`src/rtl/rtc_bus_arbiter.sv`:
```
// rtc_bus_arbiter: round-robin arbiter and phase sequencer for the multiplexed
// 8-bit RTC bus. Each granted access runs seven timed sub-phases (address set,
// strobe and hold, a turnaround gap, data set, strobe and hold), then a
// one-cycle DONE that pulses the matching ack.
module rtc_bus_arbiter #(
    parameter int unsigned T_PHASE = 4
) (
    input  logic       clk,
    input  logic       reset,
    input  logic       wr_req,
    input  logic [7:0] wr_addr,
    input  logic [7:0] wr_data,
    output logic       wr_ack,
    input  logic       rd_req,
    input  logic [7:0] rd_addr,
    output logic [7:0] rd_data,
    output logic       rd_ack,
    output logic       bus_cs_n,
    output logic       bus_ad_n,
    output logic       bus_rd_n,
    output logic       bus_wr_n,
    output logic [7:0] bus_dout,
    output logic       bus_oe,
    input  logic [7:0] bus_din,
    output logic       busy
);

    localparam int unsigned DW = 8;
    localparam int unsigned CW = 8;
    localparam logic [CW-1:0] CNT_LAST = CW'(T_PHASE - 1);

    typedef enum logic [3:0] {
        IDLE, A_SET, A_STB, A_HLD, GAP, D_SET, D_STB, D_HLD, DONE
    } state_t;

    // Transaction latched at grant time
    typedef struct packed {
        logic          wr;
        logic [DW-1:0] addr;
        logic [DW-1:0] data;
    } xact_t;

    state_t        state_q, state_d;
    logic [CW-1:0] cnt_q, cnt_d;
    xact_t         xact_q, xact_d;
    logic          last_rd_q, last_rd_d;
    logic          phase_end;

    logic          cs_n_d, ad_n_d, rd_n_d, wr_n_d, oe_d, busy_d;
    logic          wr_ack_d, rd_ack_d;
    logic [DW-1:0] dout_d, rd_data_d;

    assign phase_end = (cnt_q == CNT_LAST);

    // Next-state, arbitration and next-output decode; outputs follow state_d
    always_comb begin
        state_d   = state_q;
        cnt_d     = cnt_q;
        xact_d    = xact_q;
        last_rd_d = last_rd_q;
        rd_data_d = rd_data;
        cs_n_d    = 1'b1;
        ad_n_d    = 1'b1;
        rd_n_d    = 1'b1;
        wr_n_d    = 1'b1;
        oe_d      = 1'b0;
        dout_d    = '0;
        wr_ack_d  = 1'b0;
        rd_ack_d  = 1'b0;

        case (state_q)
            IDLE: begin
                cnt_d = '0;
                // Ties go to whichever side did not win last time
                if (wr_req && (!rd_req || last_rd_q)) begin
                    xact_d    = '{wr: 1'b1, addr: wr_addr, data: wr_data};
                    last_rd_d = 1'b0;
                    state_d   = A_SET;
                end else if (rd_req) begin
                    xact_d    = '{wr: 1'b0, addr: rd_addr, data: '0};
                    last_rd_d = 1'b1;
                    state_d   = A_SET;
                end
            end
            DONE: begin
                cnt_d   = '0;
                state_d = IDLE;
            end
            default: begin
                if (phase_end) begin
                    cnt_d = '0;
                    case (state_q)
                        A_SET:   state_d = A_STB;
                        A_STB:   state_d = A_HLD;
                        A_HLD:   state_d = GAP;
                        GAP:     state_d = D_SET;
                        D_SET:   state_d = D_STB;
                        D_STB:   state_d = D_HLD;
                        D_HLD:   state_d = DONE;
                        default: state_d = IDLE;
                    endcase
                end else begin
                    cnt_d = cnt_q + CW'(1);
                end
                if (state_q == D_STB && phase_end && !xact_q.wr) begin
                    rd_data_d = bus_din;
                end
            end
        endcase

        case (state_d)
            A_SET, A_HLD: begin
                cs_n_d = 1'b0;
                ad_n_d = 1'b0;
                oe_d   = 1'b1;
                dout_d = xact_d.addr;
            end
            A_STB: begin
                cs_n_d = 1'b0;
                ad_n_d = 1'b0;
                wr_n_d = 1'b0;
                oe_d   = 1'b1;
                dout_d = xact_d.addr;
            end
            D_SET, D_HLD: begin
                cs_n_d = 1'b0;
                oe_d   = xact_d.wr;
                dout_d = xact_d.wr ? xact_d.data : '0;
            end
            D_STB: begin
                cs_n_d = 1'b0;
                oe_d   = xact_d.wr;
                dout_d = xact_d.wr ? xact_d.data : '0;
                wr_n_d = !xact_d.wr;
                rd_n_d = xact_d.wr;
            end
            DONE: begin
                wr_ack_d = xact_d.wr;
                rd_ack_d = !xact_d.wr;
            end
            default: ;
        endcase

        busy_d = (state_d != IDLE);
    end

    // State, latched transaction and registered outputs
    always_ff @(posedge clk or negedge reset) begin
        if (!reset) begin
            state_q   <= IDLE;
            cnt_q     <= '0;
            xact_q    <= '0;
            last_rd_q <= 1'b1;
            rd_data   <= '0;
            bus_cs_n  <= 1'b1;
            bus_ad_n  <= 1'b1;
            bus_rd_n  <= 1'b1;
            bus_wr_n  <= 1'b1;
            bus_oe    <= 1'b0;
            bus_dout  <= '0;
            wr_ack    <= 1'b0;
            rd_ack    <= 1'b0;
            busy      <= 1'b0;
        end else begin
            state_q   <= state_d;
            cnt_q     <= cnt_d;
            xact_q    <= xact_d;
            last_rd_q <= last_rd_d;
            rd_data   <= rd_data_d;
            bus_cs_n  <= cs_n_d;
            bus_ad_n  <= ad_n_d;
            bus_rd_n  <= rd_n_d;
            bus_wr_n  <= wr_n_d;
            bus_oe    <= oe_d;
            bus_dout  <= dout_d;
            wr_ack    <= wr_ack_d;
            rd_ack    <= rd_ack_d;
            busy      <= busy_d;
        end
    end

endmodule

```
`config.mk`:
```
export PLATFORM = sky130hd
export DESIGN_NAME = rtc_bus_arbiter
export DESIGN_NICKNAME = d
export VERILOG_FILES = /design/src/rtl/rtc_bus_arbiter.sv
export SDC_FILE = /design/constraint.sdc
export NUM_CORES = 1
export LEC_CHECK = 0
export CAP_MARGIN = 20
export CORE_ASPECT_RATIO = 0.5
export CORE_MARGIN = 1.5
export CORE_UTILIZATION = 50
export CTS_CLUSTER_DIAMETER = 50
export CTS_CLUSTER_SIZE = 8
export DETAILED_ROUTE_END_ITERATION = 10
export GPL_TIMING_DRIVEN = 0
export PLACE_DENSITY = 0.83
export REMOVE_ABC_BUFFERS = 1
export SYNTH_ARGS = -nofsm -noshare
export SYNTH_HDL_FRONTEND = slang
export SYNTH_SLANG_ARGS = --single-unit
export TNS_END_PERCENT = 100
```
`constraint.sdc`:
```
create_clock -name clk -period 4.8 [get_ports clk]
set_clock_uncertainty 0.15 [all_clocks]
set_input_delay 0.96 -clock clk [delete_from_list [all_inputs] [get_ports clk]]
set_output_delay 0.96 -clock clk [all_outputs]
set_load 0.005 [all_outputs]
```
; Yosys cells after proc, flatten, opt, wreduce, memory -nomap -nowiden
; Index checks and enable logic that the tools add are counted.
[totals]
output_inout_bits = 24
reg_bits = 54
[classes]
add_sub_neg = 1
n_bitwise = 1
n_mux = 21
reduce_logical = 16
eq_ne = 16
[op_table]
columns = op, count
row1 = 17-bit 2-to-1 mux, 3
row2 = "4-bit by 3-bit equality test with 1-bit output, second input constant", 7
row3 = 4-bit one-hot mux with 7 select lines, 1
row4 = 8-bit 2-to-1 mux, 3
row5 = "4-bit by 2-bit equality test with 1-bit output, second input constant", 4
row6 = 8-bit one-hot mux with 2 select lines, 1
row7 = 4-bit 2-to-1 mux, 3
row8 = "8-bit by 1-bit adder with 8-bit output, second input constant", 1
row9 = "4-bit by 1-bit equality test with 1-bit output, second input constant", 2
row10 = "4-bit equality test, second input constant", 2
row11 = "8-bit by 2-bit equality test with 1-bit output, second input constant", 1
row12 = 4-bit one-hot mux with 2 select lines, 1
row13 = 1-bit 2-to-1 mux, 7
row14 = 3-bit OR reduction, 2
row15 = 6-bit OR reduction, 1
row16 = 4-bit zero test, 1
row17 = 1-bit one-hot mux with 2 select lines, 2
row18 = 2-bit AND reduction, 2
row19 = 4-bit nonzero test, 1
row20 = 1-bit logical AND, 3
row21 = 1-bit zero test, 3
row22 = 2-bit nonzero test, 1
row23 = 2-bit OR reduction, 1
row24 = 1-bit logical OR, 1
row25 = 1-bit inverter, 1

; Logic depth before layout (Yosys ltp)
[logic_depth]
ltp_word = 8
mapped_depth = 9
depth_no_buf = 7

; Least setup slack after synthesis
; Ideal clock, no wire load.
[synth_path]
path_type = register -> register
startpoint = register cnt_q[0]
endpoint = register busy
stages_incl_launch_ff = 8
synth_period_minus_slack_ns = 2.510
slack_ns = 2.290
t_arrival_ns = 2.222
required_time_ns = 4.511
n_path_buf = 1
cell_sequence = dfrtp_1 ha_1 or3b_2 or2_1 buf_6 a221oi_4 inv_2 or4_1
[synth_via]
elab_chain_len = 4
[synth_lines]
columns = item, line_no
row1 = from (decl), 44  ; logic [CW-1:0] cnt_q, cnt_d;
row2 = from (signal assigned), 166  ; cnt_q <= cnt_d;
row3 = 8-bit by 2-bit equality test with 1-bit output, 53  ; assign phase_end = (cnt_q == CNT_LAST);
row4 = 4-bit 2-to-1 mux, 90  ; if (phase_end) begin
row5 = 4-bit one-hot mux with 2 select lines, 71  ; case (state_q)
row6 = via state_d[0], 43  ; state_t state_q, state_d;
row7 = 4-bit nonzero test, 144  ; busy_d = (state_d != IDLE);
row8 = via busy_d, 49  ; logic cs_n_d, ad_n_d, rd_n_d, wr_n_d, oe_d, busy_d;
row9 = to (signal assigned), 178  ; busy <= busy_d;
row10 = to (decl), 25  ; output logic busy
; The timed path passes the listed nets, and every way through them passes these cells.
; A chain may end at the register's enable or synchronous reset.

; Final worst setup path
[layout_path]
startpoint = input rd_req
endpoint = register bus_dout[1]
[layout_via]
elab_chain_len = 8
elab_cells_between_ends = 19
classes_between = 6 x eq/ne / 8 x mux / 5 x reduce/logical
[layout_lines]
columns = item, line_no
row1 = from (decl), 14  ; input logic rd_req,
row2 = 1-bit zero test, 75  ; if (wr_req && (!rd_req || last_rd_q)) begin
row3 = 1-bit logical OR, 75
row4 = 1-bit logical AND, 75
row5 = 4-bit 2-to-1 mux, 75
row6 = 4-bit one-hot mux with 2 select lines, 71
row7 = 4-bit by 3-bit equality test with 1-bit output (tied with other cells), 111  ; case (state_d)
row8 = 3-bit OR reduction (no line), -
row9 = 8-bit one-hot mux with 2 select lines (*), 111
row10 = via dout_d[1], 51  ; logic [DW-1:0] dout_d, rd_data_d;
row11 = to (signal assigned), 175  ; bus_dout <= dout_d;
row12 = to (decl), 22  ; output logic [7:0] bus_dout,
; Mark *: on every way through the listed nets, which the timed path passes. The rest lies on a longest branch.

==> out/metrics.csv <==
stage;metric;value;unit
floorplan;core area;0.00449;mm²
grt;largest net degree at the start of global routing;34;
worst_setup_path;CP max FO;13;
floorplan;Initial Util;53.2;%
clock_tree;Clk pin slew, worst setup/hold paths;0.09;ns
worst_setup_path;CP max stage delay;0.64;ns
worst_setup_path;reg2reg setup slack;1.72;ns
worst_setup_path;worst path required time;4.84;ns
clock_tree;root buf cell;clkbuf_8;
power;combinational share of power;43.6;%
worst_setup_path;CP cell instances;clkdlybuf4s50_1, nand2b_1, and3_1, a21o_1, a21oi_1, nor3_1;
timing;Achievable Freq;312;MHz
detailed_routing;routed vias/inst;5.48;
final_layout;Layout area overhead;29.8;%
clock_tree;Worst-Skew Late Latency;0.30;ns
grt;initial antenna violation count;0;
synthesis;Ys Warns;0;
synthesis;Synth cell types;39;
clock_tree;cts hold-fix bufs;0;
final_layout;final net count;304;
timing;Final Hold Fails;0;
detailed_routing;1st-iter DRT viols;68;
synthesis;Seq cells post-synth;54;
hold_path;Worst Hold Path Cells;2;
power;P_leak;0.00139;µW
synthesis;Synth Area in Simple Gates;16.0;%
hold_path;hold wc startpoint;xact_q[11];
power;Clock Power Share;13.5;%
grt;number of global-route vias before repair;1768;
placed_design;GPL Wtd Cong;0.745;
power;Switching Fraction;35.4;%
clock_tree;Post-CTS Setup Bufs;0;
floorplan;die area;0.00522;mm²
floorplan;IO Pins;60;
hold_path;Hold Crit Class;reg -> reg;
floorplan;chip height;51.9;µm
synthesis;Post-Syn Instances;213;
timing;Max Transition Viols Final;0;
timing;Worst slew margin;30.5;%
worst_setup_path;R2R cell count;7;
floorplan;row count;17;
synthesis;largest family of logic cells by synthesized area;compound AO/OA/AOI/OAI gates;
worst_setup_path;Crit-path slowest cell;clkdlybuf4s50_1;
placed_design;PortBufs;59;
worst_setup_path;r2r startpoint;cnt_q[0];
synthesis;mux cell area share after synthesis;3.77;%
timing;final setup TNS;0;ns
clock_tree;Max clock buf depth;2;
detailed_routing;total wire length;5220;µm
timing;Hold WS;0.333;ns
worst_setup_path;CP Data Arrival Time;3.25;ns
clock_tree;CTS tree;built;
synthesis;post-synthesis adder-cell area fraction;0.524;%
power;register share of total power;42.8;%
clock_tree;total CTS buffers;5;
worst_setup_path;reg-to-reg endpoint;bus_dout[1];
power;Peak VDD IR;0.242;mV
synthesis;mapped cell area;0.00239;mm²
worst_setup_path;critical path endpoint category;flip-flop;
detailed_routing;DRC Markers;0;
timing;Period Utilization, post-route;66.7;%
detailed_routing;ANT nets after route;0;
hold_path;Hold Crit Endpoint;xact_q[11];
floorplan;chip width;101;µm
detailed_routing;DRT Pass-1 Iters;4;
synthesis;sequential share of the synthesized area;56.9;%
timing;setup violators final;0;
power;pwr dens;577;mW/mm²
timing;Worst Tran Pin Value;1.03;ns
grt;first-pass GRT wire length;8590;µm
run_status;outcome;completed;
clock_tree;Clock H-tree levels;2;
clock_tree;Sink Count;54;
detailed_routing;DR WL/cell;15.6;µm
synthesis;Compound-Gate Fraction of Synth Area;17.3;%
clock_tree;Resize count post-CTS;0;
worst_setup_path;CP Launch Type;primary input;
final_layout;final core utilization;69.1;%
timing;setup repair after global routing missed its margin;false;
synthesis;XOR/XNOR Fraction of Synth Area;2.20;%
placed_design;hpwl dp;3690;µm
grt;Total GRT Usage;21.4;%
synthesis;syn avg cell area;11.2;µm²
power;Psw;633;µW
worst_setup_path;Critical Setup Path Class;in -> reg;
flow_run;max_cap viols;0;
power;Internal;1160;µW
final_layout;ant diodes;0;
grt;GRT overflow;0;
detailed_routing;vias;1829;
final_layout;layout cells sized above 1;11.6;%
final_layout;fillers;334;
timing;min cycle time layout;3.20;ns
registers in the layout, indices dropped and copies added (netlist names):
| register | flops |
|---|---|
| bus_ad_n | 1 |
| bus_cs_n | 1 |
| last_rd_q | 1 |
| bus_dout | 8 |
| xact_q | 17 |
| cnt_q | 8 |
| bus_rd_n | 1 |
| bus_oe | 1 |
| wr_ack | 1 |
| bus_wr_n | 1 |
| state_q | 4 |
| rd_ack | 1 |
| busy | 1 |
| rd_data | 8 |
worst max path at each step:
stage,start,endpoint,slack (ns),depth (start not counted)
after floorplan,cnt_q[0],bus_dout[0],2.22,7
after global placement,reset,rd_data[2],1.14,1
after detailed placement,rd_req,bus_wr_n,1.32,6
after CTS,rd_req,bus_wr_n,1.66,6
after global routing,cnt_q[0],bus_dout[0],1.50,7
final,rd_req,bus_dout[1],1.60,6
cell usage in the layout (no fill, tap or decap), drive strengths merged, types with 2 or more instances in the layout:
cell type	instances
a22o	8
o21ai	12
buf	3
or2	4
o31a	3
or3b	2
clkdlybuf4s50	58
nor3	9
inv	4
clkbuf	8
dfrtp	49
o211a	8
xnor2	2
mux2	8
nor4	2
or4	3
xor2	4
and3	11
a21oi	10
nand2	12
a31oi	10
nand2b	3
nand3	5
dfstp	5
nor2	17
power groups by stage:
stage               clock [µW]  sequential (µW)  combinational (µW)
floorplan                    0              756                 466
global placement             0              760                 738
detailed placement           0              773                 774
CTS                        244              765                 778
global route               266              788                 861
finish                     242              766                 781
per-layer routing:
layer	vias up	GRT usage [%]	wire, µm
met1	909	29.6	2300
met4	0	4.23	23
met5	-	0	0
met3	4	4.30	215
met2	43	35.8	2680
li1	873	-	-
stage by stage:
stage | area, µm² | setup slack [ns] | power [µW] | cells
floorplan | 2320 | 2.22 | 1220 | 199
global route | 3100 | 1.50 | 1910 | 334
CTS | 3090 | 1.66 | 1790 | 333
detailed placement | 3010 | 1.32 | 1550 | 325
finish | 3100 | 1.60 | 1790 | 334
global placement | 3000 | 1.14 | 1500 | 324
kinds of logic (layout without fill, tap and decap cells):
family,Yosys count,count (layout)
adders and majority gates,1,1
muxes,8,8
buffers and inverters,18,73
DFF,54,54
xor gates and xnor gates,6,6
and+or+nand+nor,71,71
AOI/OAI and AO/OA,55,55
worst max-delay path: cells and delay by family:
kind | cells | cell delay, ns
AND/OR/NAND/NOR | 3 | 1.10
buffers and inverters | 1 | 0.64
AO/OA/AOI/OAI | 2 | 0.55
cell type report:
cell class	count	area, µm²	share of cell area [%]
inverters	4	15.0	0.484
clock buffers	8	80.1	2.58
flip-flops and latches	54	1360	43.8
multi-input cells	141	951	30.7
repair buffers	61	613	19.8
well taps	66	82.6	2.66
Yosys cell counts:
library cell	number	area, µm²
or3_1	1	6.26
o221ai_1	1	8.76
o31a_1	3	26.3
nor2_1	17	63.8
dfrtp_1	49	1230
ha_1	1	12.5
nor3_1	9	45.0
or3b_2	2	17.5
nand3_1	5	25.0
xnor2_1	2	17.5
or2_2	3	18.8
nand2b_1	3	18.8
or2_1	1	6.26
inv_2	1	3.75
a21o_1	1	7.51
o21ai_1	2	10.0
buf_2	3	15.0
a21oi_1	10	50.1
nand2_1	12	45.0
a31oi_1	9	56.3
buf_6	1	11.3
o31ai_1	1	7.51
mux2_2	8	90.1
o211a_1	8	80.1
and3_1	11	68.8
dfstp_2	5	131
xor2_1	4	35.0
nor2b_1	1	6.26
or4_1	2	15.0
a22o_1	8	70.1
o21ai_0	10	50.1
and2_1	1	6.26
or4_4	1	11.3
a221oi_4	1	26.3
nor4_1	1	6.26
inv_1	3	11.3
clkbuf_1	10	37.5
nor4_4	1	21.3
a31oi_4	1	21.3
(Power assumes the default switching activity.)
